<file path="src/rtl/fetch_buffer_pkg.sv">
// Shared fetch-to-decode types used by the fetch buffer and its bench.
package fetch_buffer_pkg;

    localparam int PC_WIDTH = 40;

    typedef struct packed {
        logic [PC_WIDTH-1:0] pc;
        logic                fault;
    } fifo_fetch_to_decode_param_t;

    localparam int PARAM_W = $bits(fifo_fetch_to_decode_param_t);

endpackage

</file>
<file path="src/rtl/fetch_buffer_ram.sv">
// Simple dual-port storage for the fetch buffer: one write port and one read port.
// The read port has a registered output that can load the write data directly.
module fetch_buffer_ram #(
    parameter int WIDTH = 169,
    parameter int DEPTH = 8,
    parameter int AW    = $clog2(DEPTH)
) (
    input  logic             clk,
    input  logic             rst_n,
    input  logic             wr_en,
    input  logic [AW-1:0]    wr_addr,
    input  logic [WIDTH-1:0] wr_data,
    input  logic             rd_en,
    input  logic             rd_bypass,
    input  logic [AW-1:0]    rd_addr,
    output logic [WIDTH-1:0] rd_data
);

    logic [WIDTH-1:0] mem_q [DEPTH];
    logic [WIDTH-1:0] rd_data_q;

    // Storage is deliberately left out of reset so it maps onto block RAM.
    always_ff @(posedge clk) begin
        if (wr_en) begin
            mem_q[wr_addr] <= wr_data;
        end
    end

    always_ff @(posedge clk or negedge rst_n) begin
        if (!rst_n) begin
            rd_data_q <= '0;
        end else if (rd_en) begin
            rd_data_q <= rd_bypass ? wr_data : mem_q[rd_addr];
        end
    end

    assign rd_data = rd_data_q;

endmodule

</file>
<file path="src/rtl/fetch_buffer.sv">
// Fetch-to-decode bundle queue with one-cycle registered read and flush on redirect.
// Define FETCH_BUF_BYPASS_EN to let a push into an empty queue pop in the same cycle.
module fetch_buffer
    import fetch_buffer_pkg::*;
#(
    parameter int DATA_WIDTH   = 128,
    parameter int DEPTH        = 8,
    parameter int AFULL_MARGIN = 2
) (
    input  logic                    clk,
    input  logic                    rst_n,
    input  logic                    ci_flush,
    input  logic                    wr_en,
    input  logic [DATA_WIDTH-1:0]   wr_instr,
    input  logic [PARAM_W-1:0]      wr_param,
    output logic                    full,
    output logic                    almost_full,
    output logic [$clog2(DEPTH):0]  count,
    input  logic                    fetch_rd_en,
    output logic                    fetch_rd_valid,
    output logic [DATA_WIDTH-1:0]   fetch_instr,
    output logic [PARAM_W-1:0]      fetch_param,
    output logic                    fetch_empty
);

    localparam int AW = $clog2(DEPTH);
    localparam int EW = DATA_WIDTH + PARAM_W;
    localparam logic [AW:0] PTR_ONE   = (AW+1)'(1);
    localparam logic [AW:0] AFULL_THR = (AW+1)'(DEPTH - AFULL_MARGIN);

    logic [AW:0]   wr_ptr_q, wr_ptr_d;
    logic [AW:0]   rd_ptr_q, rd_ptr_d;
    logic          rd_valid_q, rd_valid_d;
    logic          push_acc, pop_acc, bypass;
    logic [EW-1:0] ram_rd_data;

    // Pointers carry an extra wrap bit so full and empty are distinguishable.
    assign fetch_empty = (wr_ptr_q == rd_ptr_q);
    assign full        = (wr_ptr_q[AW-1:0] == rd_ptr_q[AW-1:0]) &&
                         (wr_ptr_q[AW] != rd_ptr_q[AW]);
    assign count       = wr_ptr_q - rd_ptr_q;
    assign almost_full = (count >= AFULL_THR);

`ifdef FETCH_BUF_BYPASS_EN
    assign bypass = fetch_empty & wr_en & fetch_rd_en & ~ci_flush;
`else
    assign bypass = 1'b0;
`endif

    // A bypassed bundle goes straight to the output register and is never stored.
    assign push_acc = wr_en & ~full & ~ci_flush & ~bypass;
    assign pop_acc  = fetch_rd_en & ~fetch_empty & ~ci_flush;

    always_comb begin
        wr_ptr_d   = wr_ptr_q;
        rd_ptr_d   = rd_ptr_q;
        rd_valid_d = pop_acc | bypass;
        if (ci_flush) begin
            wr_ptr_d = '0;
            rd_ptr_d = '0;
        end else begin
            if (push_acc) begin
                wr_ptr_d = wr_ptr_q + PTR_ONE;
            end
            if (pop_acc) begin
                rd_ptr_d = rd_ptr_q + PTR_ONE;
            end
        end
    end

    always_ff @(posedge clk or negedge rst_n) begin
        if (!rst_n) begin
            wr_ptr_q   <= '0;
            rd_ptr_q   <= '0;
            rd_valid_q <= 1'b0;
        end else begin
            wr_ptr_q   <= wr_ptr_d;
            rd_ptr_q   <= rd_ptr_d;
            rd_valid_q <= rd_valid_d;
        end
    end

    fetch_buffer_ram #(
        .WIDTH (EW),
        .DEPTH (DEPTH),
        .AW    (AW)
    ) u_ram (
        .clk       (clk),
        .rst_n     (rst_n),
        .wr_en     (push_acc),
        .wr_addr   (wr_ptr_q[AW-1:0]),
        .wr_data   ({wr_instr, wr_param}),
        .rd_en     (pop_acc | bypass),
        .rd_bypass (bypass),
        .rd_addr   (rd_ptr_q[AW-1:0]),
        .rd_data   (ram_rd_data)
    );

    assign fetch_rd_valid = rd_valid_q;
    assign fetch_instr    = ram_rd_data[EW-1:PARAM_W];
    assign fetch_param    = ram_rd_data[PARAM_W-1:0];

endmodule

</file>
<file path="config.mk">
export PLATFORM = sky130hd
export DESIGN_NAME = fetch_buffer
export DESIGN_NICKNAME = d
export VERILOG_FILES = /design/src/rtl/fetch_buffer_pkg.sv /design/src/rtl/fetch_buffer_ram.sv /design/src/rtl/fetch_buffer.sv
export SDC_FILE = /design/constraint.sdc
export NUM_CORES = 1
export LEC_CHECK = 0
export ABC_AREA = 1
export CAP_MARGIN = 20
export CELL_PAD_IN_SITES_DETAIL_PLACEMENT = 1
export CELL_PAD_IN_SITES_GLOBAL_PLACEMENT = 2
export CORE_UTILIZATION = 43
export DETAILED_ROUTE_END_ITERATION = 6
export DONT_BUFFER_PORTS = 1
export GPL_TIMING_DRIVEN = 0
export MAX_ROUTING_LAYER = met4
export PLACE_DENSITY = 0.78
export RECOVER_POWER = 25
export SETUP_SLACK_MARGIN = 0.2
export SLEW_MARGIN = 20
export SYNTH_ARGS = -nofsm -noshare
export SYNTH_HDL_FRONTEND = slang
export SYNTH_SLANG_ARGS = --single-unit
</file>
<file path="constraint.sdc">
create_clock -name clk -period 10.5 [get_ports clk]
set_clock_uncertainty 0.15 [all_clocks]
set_input_delay 1.05 -clock clk [delete_from_list [all_inputs] [get_ports clk]]
set_output_delay 1.05 -clock clk [all_outputs]
set_load 0.05 [all_outputs]
</file>
Word-level counts from Yosys, hierarchy flattened --
Memory sizes are Yosys's and may differ from the RTL's. A register that Yosys moved wholly into a read port is not among the register bits. Cells that the tools add are included.
Word-level totals: output and inout port bits 177, word-level logic and storage cells 28, memories 1, memory bits (writable) 1352, bits in registers 9
Memories:
- u_ram.mem_q | words 8, width 169, rd ports 1, clocked after Yosys merged registers in 1, wr ports 1, line fetch_buffer_ram.sv:19 | logic [WIDTH-1:0] mem_q [DEPTH];
Cells by class: bitwise gates (word level) 7, reduce and logical (&&, ||, !) cells 4, mux-type cells 6, order comparisons 1, $add $sub $neg 3, equal/unequal tests 3
Operators with widths (count):
- 2-to-1 mux 4 bit | 4
- adder 4 x 1 -> 4 bit (second input constant) | 2
- bitwise AND 1 bit | 4
- == test 4 bit | 1
- greater-or-equal comparator 4 x 3 -> 1 bit (second input constant) | 1
- nonzero test 2 bit | 2
- subtractor 4 bit | 1
- == test 3 bit | 1
- inverter 1 bit | 3
- 2-to-1 mux 1 bit | 2
- logical AND 1 bit | 1
- zero test 1 bit | 1
- != test 1 bit | 1

Depth between registers and ports, before layout --
Gate-level depths: netlist of run 1.
depth after elaboration 7, gate-level depth with buffers 13

Hierarchy --
A second synthesis of run 1 with hierarchy kept.
Second synthesis, totals: cells, all modules 5772, area total of the unflattened synthesis 63205.6 µm²
Modules (own cells, without submodules):
- fetch_buffer_ram | area each 62516.2 µm², instances 1, cells an instance 5682
- fetch_buffer | area each 689.4 µm², instances 1, cells an instance 90

Worst setup path after synthesis of run 1 --
Ideal clock, no wire load.
path kind reg-to-reg, start reg rd_ptr_q[1], end mem u_ram.mem_q[0][0] (enable), library setup time 0.701 ns, arrival time 8.826 ns, cell stages (with the launch flop) 12, slack 0.823 ns, path buffers 2, path through dfrtp_1 > buf_2 > inv_2 > clkbuf_1 > ha_1 > nand2_1 > nor2_2 > nand2_1 > nand2_1 > inv_1 > nand2_1 > nor2_1
On the way: longest elaborated chain between the ends 7
RTL lines:
- from (decl) | line fetch_buffer.sv:32 | logic [AW:0] rd_ptr_q, rd_ptr_d;
- from (signal assigned) | line fetch_buffer.sv:78 | rd_ptr_q <= rd_ptr_d;
- == test 3 bit | line fetch_buffer.sv:39 | assign full = (wr_ptr_q[AW-1:0] == rd_ptr_q[AW-1:0]) &&
- logical AND 1 bit | line fetch_buffer.sv:39
- inverter 1 bit | line fetch_buffer.sv:51 | assign push_acc = wr_en & ~full & ~ci_flush & ~bypass;
- bitwise AND 1 bit (2 in a row) | line fetch_buffer.sv:51
- 2-to-1 mux 1 bit | line fetch_buffer_ram.sv:24 | if (wr_en) begin
- 2-to-1 mux 1 bit (not written as such) | line fetch_buffer_ram.sv:25 | mem_q[wr_addr] <= wr_data;
- to (decl) | line fetch_buffer_ram.sv:19
Every way passes these cells.

Worst setup path after layout of run 1 --
start reg rd_ptr_q[2], end mem u_ram.mem_q[1][26] (enable)
The elaborated chain is that of the path after synthesis.

==> results, run 1 <==
- After detailed routing, the average wire length per cell comes to 24.7 µm.
- The flow ran to the end, and the final reports show no timing, DRC or antenna violations.
- In this run, synthesis inferred 1352 flip-flops with an integrated enable.
- After global routing the overflow that remains totals 0.
- The top cell type by total area after synthesis is sky130_fd_sc_hd__edfxtp_1.
- From synthesis to final layout, the design area changed by 15.8%.
- Setup violations remaining at the end of the flow were counted as 0.
- The sequential element share of the synthesized area is 70.6%.
- In this run the tool buffered the top-level ports with 0 buffer cells.
- After Yosys synthesis, full adders, half adders and majority gates account for 0.129% of the synthesized area.
- The placed instance count is 7821.
- The total core area is 0.147 mm².
- The die extent in y is 387 µm.
- For this run, asynchronously set or reset flops after synthesis account for 11.6%.
- The cell count after synthesis is 5805.
- Measured against its own limit, the worst slew margin works out to 29.7%.
- The final hold violation count came to 0.
- The maximum clock frequency is 192 MHz.
- Among all flip-flop cells after synthesis, the most frequent one is sky130_fd_sc_hd__edfxtp_1.
- The mapped netlist covers 0.0638 mm².
- Summed over all nets, the half-perimeter wirelength after detailed placement is 133000 µm.
- The number of hold buffers added after CTS was 1.
- The share of synthesized area in the top cell type comes to 63.6%.
- The tool flagged a number of max-cap violations equal to 0.
- By area, the combinational part of the netlist is dominated by simple AND/OR/NAND/NOR gates.
- After Yosys synthesis, and, or, nand and nor cells account for 20.9% of the synthesized area.
- The initial antenna violation count is 11.
- The overall track demand over capacity in global routing is 27.8%.
- Summing all non-filler instances in the final layout gives an area of 0.0739 mm².
- The initial utilization of the core area, before any placement, comes to 43.3%.
- Along the worst path, the maximum fanout reaches 19.
- The net switching power is 5.30 mW.
- Setup repair after global routing left no endpoint under its margin.
- The core utilization of the finished layout is 50.1%.
- The first global-routing pass estimated 296000 µm of wire.
- The clock reaches the later pin of the worst-skew pair after 820 ps.
- Entering global routing, the biggest net connects 179 pins.
- The analysis attributes to cell leakage a power of 30.8 nW.
- The top-level port count is 351.
- For this design the ratio of total power to cell area is 220 mW/mm².
- The number of clock buffers inserted by TritonCTS is 168.
- At the worst endpoint, the arrival time is 5540 ps.
- For met3 alone, demand over resource in global routing was 6.28%.
- TritonCTS built the clock tree.
- The mux cell area share after synthesis is 0%.
- CTS built an H-tree with a depth of 4.
- The tree is rooted in a sky130_fd_sc_hd__clkbuf_16.
- The detailed router finished its first iteration with 2988 violations.
- The number of nets produced by synthesis is 5985.
- Along the worst hold path, the cell count comes to 0.
- The number of global-route vias before repair is 45000.
- The residual antenna-violating net count after detailed routing is 0.
- By area the synthesized netlist is led by sky130_fd_sc_hd__edfxtp_1 (64%), sky130_fd_sc_hd__nand3_1 (9.4%), sky130_fd_sc_hd__nand2_1 (8.1%), sky130_fd_sc_hd__dfrtp_1 (7.0%), sky130_fd_sc_hd__inv_1 (6.0%).
- The pre-antenna-repair detailed-routing pass consisted of 5 iterations.
- The total clock sinks is 1530.
- The number of pins with negative max-slew slack in the final report came to 0.
- The final estimated routing congestion in global placement is 0.775.
- The worst setup path is launched from a flip-flop.
- The layer flagged by global routing as most heavily used is met2.
- The vias after detailed routing is 42500.
- The layout filler cell count is 15600.
- The count of warnings emitted by yosys is 0.
- The clock-pin slew of the registers on the worst-case setup and hold paths is 60 ps.
- The worst min-delay path category is in2reg.
- The met1 track demand over resource in global routing is 34.4%.
- The worst path needs 5200 ps of the cycle, external delays included.
- The actual transition at the worst max-transition pin is 1050 ps.
- The portion of total power attributed to combinational logic is 12.0%.
- The final net count is 6244.
- Post-CTS timing repair inserted 0 buffers for setup.
- The routed via count divided by cell count is 5.21.
- The area of the multi-input gates is 0.0136 mm².
- Dividing the final minimum period by the clock period gives 49.5%.
- The share of the synthesized area in compound gates (AO/OA/AOI/OAI) is 0.0529%.
- The sum of negative setup slack is 0 ps.
- The number of cells in the finished layout apart from fillers is 8148.
- In this run, flip-flops and latches consume 52.1% of the power.
- Yosys instantiated no cell more often than sky130_fd_sc_hd__nand2_1.
- The switching share of total power is 32.5%.
- Summed over all layers, the routed wires come to 202000 µm.
- The post-cts resize count is 0.
- The average instance in the mapped netlist occupies 11.0 µm².
- In the global route stage, met2 resource usage came out at 45.3%.
- At the worst endpoint, the required time is 10840 ps.
- In the routed design, unresolved DRC markers number 0.
- The internal cell power is 11.0 mW.
- The clock network accounts for 35.9% of the total power.
- In this run the core area contains 141 standard-cell rows.
- After synthesis, the most frequently instantiated cells are sky130_fd_sc_hd__nand2_1 (1371), sky130_fd_sc_hd__edfxtp_1 (1352), sky130_fd_sc_hd__nand3_1 (1200).
- The count of cell types in the netlist is 24.
- The highest ir drop seen on vdd is 0.175 mV.
- The total die area is 0.150 mm².
- From left edge to right edge, the die measures 387 µm.
- The number of cells on the worst reg-to-reg path is 14.
- In this run the cell area measured after placement is 0.0683 mm².
- The synthesized netlist devotes 0.0686% of its cell area to XOR and XNOR gates.
- The maximum clock path buffer count is 3.
- The worst setup path is captured at a flip-flop.
- The sequential cell area in the final layout is 0.0451 mm².
- By startpoint and endpoint, the worst setup path is classified as reg2reg.
- The register bit total from synthesis is 1530.
- In the final layout, the share of cells above drive strength 1 is 13.7%.
## registers in the layout (all words and copies together) (netlist names)
register	cells
fetch_rd_valid	1
rd_ptr_q	4
u_ram.mem_q	1352
u_ram.rd_data	169
wr_ptr_q	4
## metal layers
metal	routed length, µm	share of wire (%)
met4	5810	2.9
met3	14400	7.2
met5	0	0
met1	83300	41
met2	98100	49
## logic make-up after synthesis
group	Yosys count
simple gates	2926
xor+xnor	5
flops	1530
fa+ha+maj	6
buf+inv	1332
compound gates	6
## worst max-delay path, cell delays in order, from the launching register on
cell and delay (ps):
sky130_fd_sc_hd__dfrtp_1 390, sky130_fd_sc_hd__inv_2 320, sky130_fd_sc_hd__clkbuf_1 820, sky130_fd_sc_hd__ha_1 430
sky130_fd_sc_hd__nand2_1 120, sky130_fd_sc_hd__nor2_2 70, sky130_fd_sc_hd__nand2_1 170, sky130_fd_sc_hd__nand2_1 180
sky130_fd_sc_hd__inv_1 200, sky130_fd_sc_hd__nand2_1 440, sky130_fd_sc_hd__nor2_4 660, sky130_fd_sc_hd__buf_16 240
sky130_fd_sc_hd__buf_16 180, sky130_fd_sc_hd__buf_12 200, sky130_fd_sc_hd__buf_12 210
## worst paths after layout
kind	slack (ps)	end	from
setup / recovery	5300	u_ram.mem_q[1][26]$_DFFE_PP_	rd_ptr_q[2]$_DFFE_PN0P_
hold / removal	170	u_ram.mem_q[0][93]$_DFFE_PP_	wr_instr[52]
setup reg to reg	5300	u_ram.mem_q[1][26]$_DFFE_PP_	rd_ptr_q[2]$_DFFE_PN0P_
hold reg to reg	450	rd_ptr_q[3]$_DFFE_PN0P_	rd_ptr_q[3]$_DFFE_PN0P_
max in group asynchronous	8350	u_ram.rd_data[160]$_DFFE_PN0P_	rst_n
min in group asynchronous	640	u_ram.rd_data[4]$_DFFE_PN0P_	rst_n
## power groups by stage
| stage | logic, mW | clock network, mW | registers (mW) |
|---|---|---|---|
| 2_1_floorplan | 1.23 | 0 | 8.49 |
| 3_3_place_gp | 1.87 | 0 | 8.66 |
| 3_5_place_dp | 1.95 | 0 | 8.62 |
| 4_1_cts | 1.99 | 5.94 | 8.50 |
| 5_1_grt | 2.18 | 6.15 | 8.54 |
| 6_report | 1.96 | 5.84 | 8.49 |
## cell type report
cell class	instances	share of cell area (%)
sequential	1530	60.9
clock inverter	70	0.890
tap	1930	3.27
buffer	300	1.89
multi-input combinational	2943	18.4
antenna	8	0.0271
inverter	1032	5.24
timing repair buffer	89	2.83
clock buffer	246	6.54
## metrics by stage
step	total power [mW]	hold slack [ps]	setup WS (ps)
floorplan	9.72	390	823
global placement	10.5	424	-9170
detailed placement	10.6	442	5310
CTS	16.4	108	5200
global route	16.9	141	5060
finish	16.3	172	5300
## cells in the final DEF, fill, tap and decap left out, types with 2 or more instances in the layout
| master | synthesis | routed |
|---|---|---|
| sky130_fd_sc_hd__dfrtp_1 | 178 | 178 |
| sky130_fd_sc_hd__o21ai_0 | 4 | 4 |
| sky130_fd_sc_hd__edfxtp_1 | 1352 | 1352 |
| sky130_fd_sc_hd__clkinv_8 | 0 | 7 |
| sky130_fd_sc_hd__ha_1 | 5 | 5 |
| sky130_fd_sc_hd__nand2_2 | 4 | 4 |
| sky130_fd_sc_hd__clkinv_1 | 0 | 29 |
| sky130_fd_sc_hd__buf_2 | 154 | 154 |
| sky130_fd_sc_hd__inv_6 | 0 | 2 |
| sky130_fd_sc_hd__clkbuf_8 | 0 | 25 |
| sky130_fd_sc_hd__buf_1 | 26 | 26 |
| sky130_fd_sc_hd__bufinv_16 | 0 | 8 |
| sky130_fd_sc_hd__inv_1 | 1027 | 1027 |
| sky130_fd_sc_hd__inv_16 | 0 | 2 |
| sky130_fd_sc_hd__clkbuf_16 | 0 | 172 |
| sky130_fd_sc_hd__nand2_1 | 1371 | 1371 |
| sky130_fd_sc_hd__buf_12 | 0 | 44 |
| sky130_fd_sc_hd__nand4_1 | 2 | 2 |
| sky130_fd_sc_hd__or2_2 | 338 | 338 |
| sky130_fd_sc_hd__nor2_4 | 1 | 9 |
| sky130_fd_sc_hd__xor2_1 | 4 | 4 |
| sky130_fd_sc_hd__inv_2 | 5 | 5 |
| sky130_fd_sc_hd__diode_2 | 0 | 8 |
| sky130_fd_sc_hd__clkbuf_2 | 0 | 2 |
| sky130_fd_sc_hd__buf_4 | 2 | 2 |
| sky130_fd_sc_hd__buf_16 | 0 | 43 |
| sky130_fd_sc_hd__clkinv_2 | 0 | 20 |
| sky130_fd_sc_hd__buf_6 | 9 | 9 |
| sky130_fd_sc_hd__nand3_1 | 1200 | 1200 |
| sky130_fd_sc_hd__clkbuf_1 | 109 | 156 |
Note: power is estimated with default switching activity, not from simulation.
==> inputs of run 2 (changes only) <==
- CORE_UTILIZATION: 43 -> 39
- PLACE_DENSITY: 0.78 -> 0.74
- clock period: 10.5 -> 4.63 ns (I/O delays scaled with it)
==> run 2 against run 1 <==
Net effect:
- combinational power is 150% higher
- first-iteration DRC count is 1.2% lower
- flip-flop and latch count stayed put
- register-to-register slack worse by 4600 ps
- final cell count is 5.5% higher
- die area is 10% higher
- total power is 130% higher
- global-route usage is 1.6 points lower
- worst hold slack worse by 85 ps
- critical endpoint is now almost_full
- largest power group unchanged
==> results, run 2 (synthesized netlist as in run 1, its figures left out) <==
- The register name with the most flops is u_ram.mem_q.
- The top cell types in the final layout, fill and taps aside, are sky130_fd_sc_hd__nand2_1 (1367), sky130_fd_sc_hd__edfxtp_1 (1352), sky130_fd_sc_hd__nand3_1 (1200), sky130_fd_sc_hd__inv_1 (1024), sky130_fd_sc_hd__or2_2 (338).
- The final estimated routing congestion in global placement is 0.777 (+0.34%).
- The total length of routed wires is 210000 µm (+4.1%).
- The setup slack of the most critical reg-to-reg path is 660 ps (-4640 ps).
- The DRC marker count from the first detailed-route iteration is 2953 (-1.2%).
- The data required time of the critical path was 4020 ps (-6820 ps).
- After layout, the minimum clock period comes to 4010 ps.
- The post-CTS setup repair buffer count is 0 (unchanged).
- The area growth from synthesis to layout is 20.1%.
- The die extent in x came to 407 µm (+5.0%).
- The fraction of final layout cells sized beyond drive strength 1 is 13.9% (+0.22 points).
- The die extent in y came to 407 µm (+5.0%).
- The pin count of the biggest net entering global routing is 179 (unchanged).
- The total die area came to 0.165 mm² (+10%).
- The count of buffering cells on the critical path with inverters included came to 2 (-5).
- The arrival time at the worst endpoint is 3400 ps (-2140 ps).
- Leaving out fill and tap cells, the most frequent cell in the layout is sky130_fd_sc_hd__nand2_1.
- The final net count is 6429 (+3.0%).
- The worst min-delay path category is in2async.
- Setup repair after global routing left no endpoint under its margin.
- The effective utilization at floorplan was 39.3% (-4.0 points).
- The leakage power figure is 31.8 nW (+3.2%).
- The number of cells in the finished layout apart from fillers came to 8599 (+5.5%).
- The cell area after layout is 0.0767 mm² (+3.7%).
- The count of cell instances traversed by the critical path is 7 (-7).
- The total congestion overflow came to 0 (unchanged).
- The headroom to the max-slew limit is 28.7% (-0.99 points).
- The power per unit of standard cell area came to 495 mW/mm² (+120%).
- After layout, the worst path uses 86.6% of the clock period.
- The initial antenna violation count is 49 (+38).
- The clock-pin slew of the registers on the worst-case setup and hold paths is 60 ps (about the same).
- The detailed-route DRC error count is 0 (unchanged).
- The flow ran to the end, and the final reports show no timing, DRC or antenna violations.
- The level count of the clock H-tree came to 4 (unchanged).
- TritonCTS built the clock tree.
- The worst reg2reg path startpoint is rd_ptr_q[2]$_DFFE_PN0P_.
- The routed via count divided by cell count is 5.05 (-3.1%).
- The total core area was 0.163 mm² (+10%).
- The highest cell delay on the worst timing path was 450 ps (-370 ps).
- The average wire length per cell after detail routing is 24.4 µm (-1.4%).
- The number of buffers added on ports is 0 (unchanged).
- The cell at the root of the clock tree is sky130_fd_sc_hd__clkbuf_16.
- The overall track demand over capacity in global routing came to 26.2% (-1.6 points).
- The insertion delay to the later sink of the worst-skew pair came to 830 ps (about the same).
- The final hold violation count was 0 (unchanged).
- The critical-path maximum fanout is 10 (-9).
- The first-pass iteration count of the detailed router is 5 (unchanged).
- The vias after detailed routing is 43400 (+2.3%).
- The residual antenna-violating net count after detailed routing is 0 (unchanged).
- The post-place instance area is 0.0691 mm² (+1.1%).
- The critical path is of the reg2out type.
- The global-route wire length before repair is 303000 µm (+2.5%).
- The endpoint of the worst-slack reg-to-reg timing path is u_ram.rd_data[156]$_DFFE_PN0P_.
- The number of pins with negative max-slew slack in the final report came to 0 (unchanged).
- The number of clock buffers inserted by TritonCTS is 170 (+1.2%).
- The number of placement rows was 148 (+5.0%).
- The actual transition at the worst max-transition pin is 1070 ps (+14.8 ps).
- The total clock sinks is 1530 (unchanged).
- Among cell families on the critical path, the largest total delay comes from buffers and inverters.
- The count of maximum capacitance violations is 0 (unchanged).
- The type of origin of the critical path is a flip-flop.
- The total half-perimeter wirelength after legalization and detailed placement is 137000 µm (+3.4%).
- Walking the worst path, the cells encountered are inv_2 -> clkbuf_4 -> ha_4 -> nand2_4 -> o21ai_0 -> xor2_2 -> nand2_1.
- The placed instance count was 8077 (+3.3%).
- STA classifies the critical path endpoint as an output pin.
- The layout filler cell count is 17400 (+11%).
- The number of global-route vias before repair is 45500 (+1.1%).
- The slowest stage of the critical path is the sky130_fd_sc_hd__nand2_1 cell.
- The final setup violation count is 0 (unchanged).
- The maximum clock path buffer count came to 3 (unchanged).
- The maximum clock frequency is 249 MHz.
- The depth of the worst register-to-register path was 11 (-3).
- The flip-flop count of the largest register, all copies and words added was 1352 (unchanged).
- The highest ir drop seen on vdd came to 0.422 mV (+140%).
- The top-level port count is 351 (unchanged).
[run 2: what timing repair did]
action                                 in CTS  in global routing
setup endpoints to repair                   0                  2
endpoints found under the hold margin    1539                  0
hold buffers                              174                  0
gates resized for setup                     0                  1
[run 2: metrics by stage]
| step | TNS, ps | total power [mW] | hold slack, ps | setup slack, ps | utilization (%) |
|---|---|---|---|---|---|
| 6_report | 0 | 37.9 | 87.3 | 619 | 47.2 |
| 5_1_grt | 0 | 39.3 | 128 | 334 | 47.2 |
| 4_1_cts | 0 | 38.2 | 274 | 223 | 47.1 |
| 3_5_place_dp | 0 | 24.1 | 27.5 | 653 | 42.5 |
| 3_3_place_gp | -5049790 | 23.9 | 27.6 | -3850 | 41.0 |
| 2_1_floorplan | 0 | 22.0 | 17.4 | 94.1 | - |
[run 2: worst max path at each step]
stage / start / endpoint / slack (ps)
floorplan: rd_ptr_q[1]$_DFFE_PN0P_ / u_ram.mem_q[5][0]$_DFFE_PP_ / 90
global placement: rd_ptr_q[2]$_DFFE_PN0P_ / u_ram.mem_q[2][37]$_DFFE_PP_ / -3850
detailed placement: rd_ptr_q[2]$_DFFE_PN0P_ / u_ram.rd_data[158]$_DFFE_PN0P_ / 650
CTS: rd_ptr_q[2]$_DFFE_PN0P_ / almost_full / 220
global route: rd_ptr_q[2]$_DFFE_PN0P_ / almost_full / 330
finish: rd_ptr_q[2]$_DFFE_PN0P_ / almost_full / 620
[run 2: per-layer routing]
metal | track usage (%) | wire length (µm) | vias up
met5 | - | 0 | -
met4 | 8.42 | 6380 | 0
met3 | 4.40 | 12100 | 347
met2 | 42.8 | 102000 | 1196
met1 | 33.1 | 89400 | 22000
li1 | - | - | 19900
[run 2: power by group]
part	leakage, nW	internal, mW	switching, mW
clock network	2.80	8.19	5.66
registers	14.4	15.9	3.37
logic	14.5	1.48	3.35
[run 2: area by class of cell]
type,count,area [µm²],area share [%]
antenna,31,77.6,0.101
clock inverter,80,927,1.21
tap,2175,2720,3.55
sequential,1530,45100,58.8
buffer,300,1420,1.85
clock buffer,236,4810,6.27
multi-input combinational,2943,13700,17.8
timing repair buffer,272,4120,5.38
inverter,1032,3880,5.06
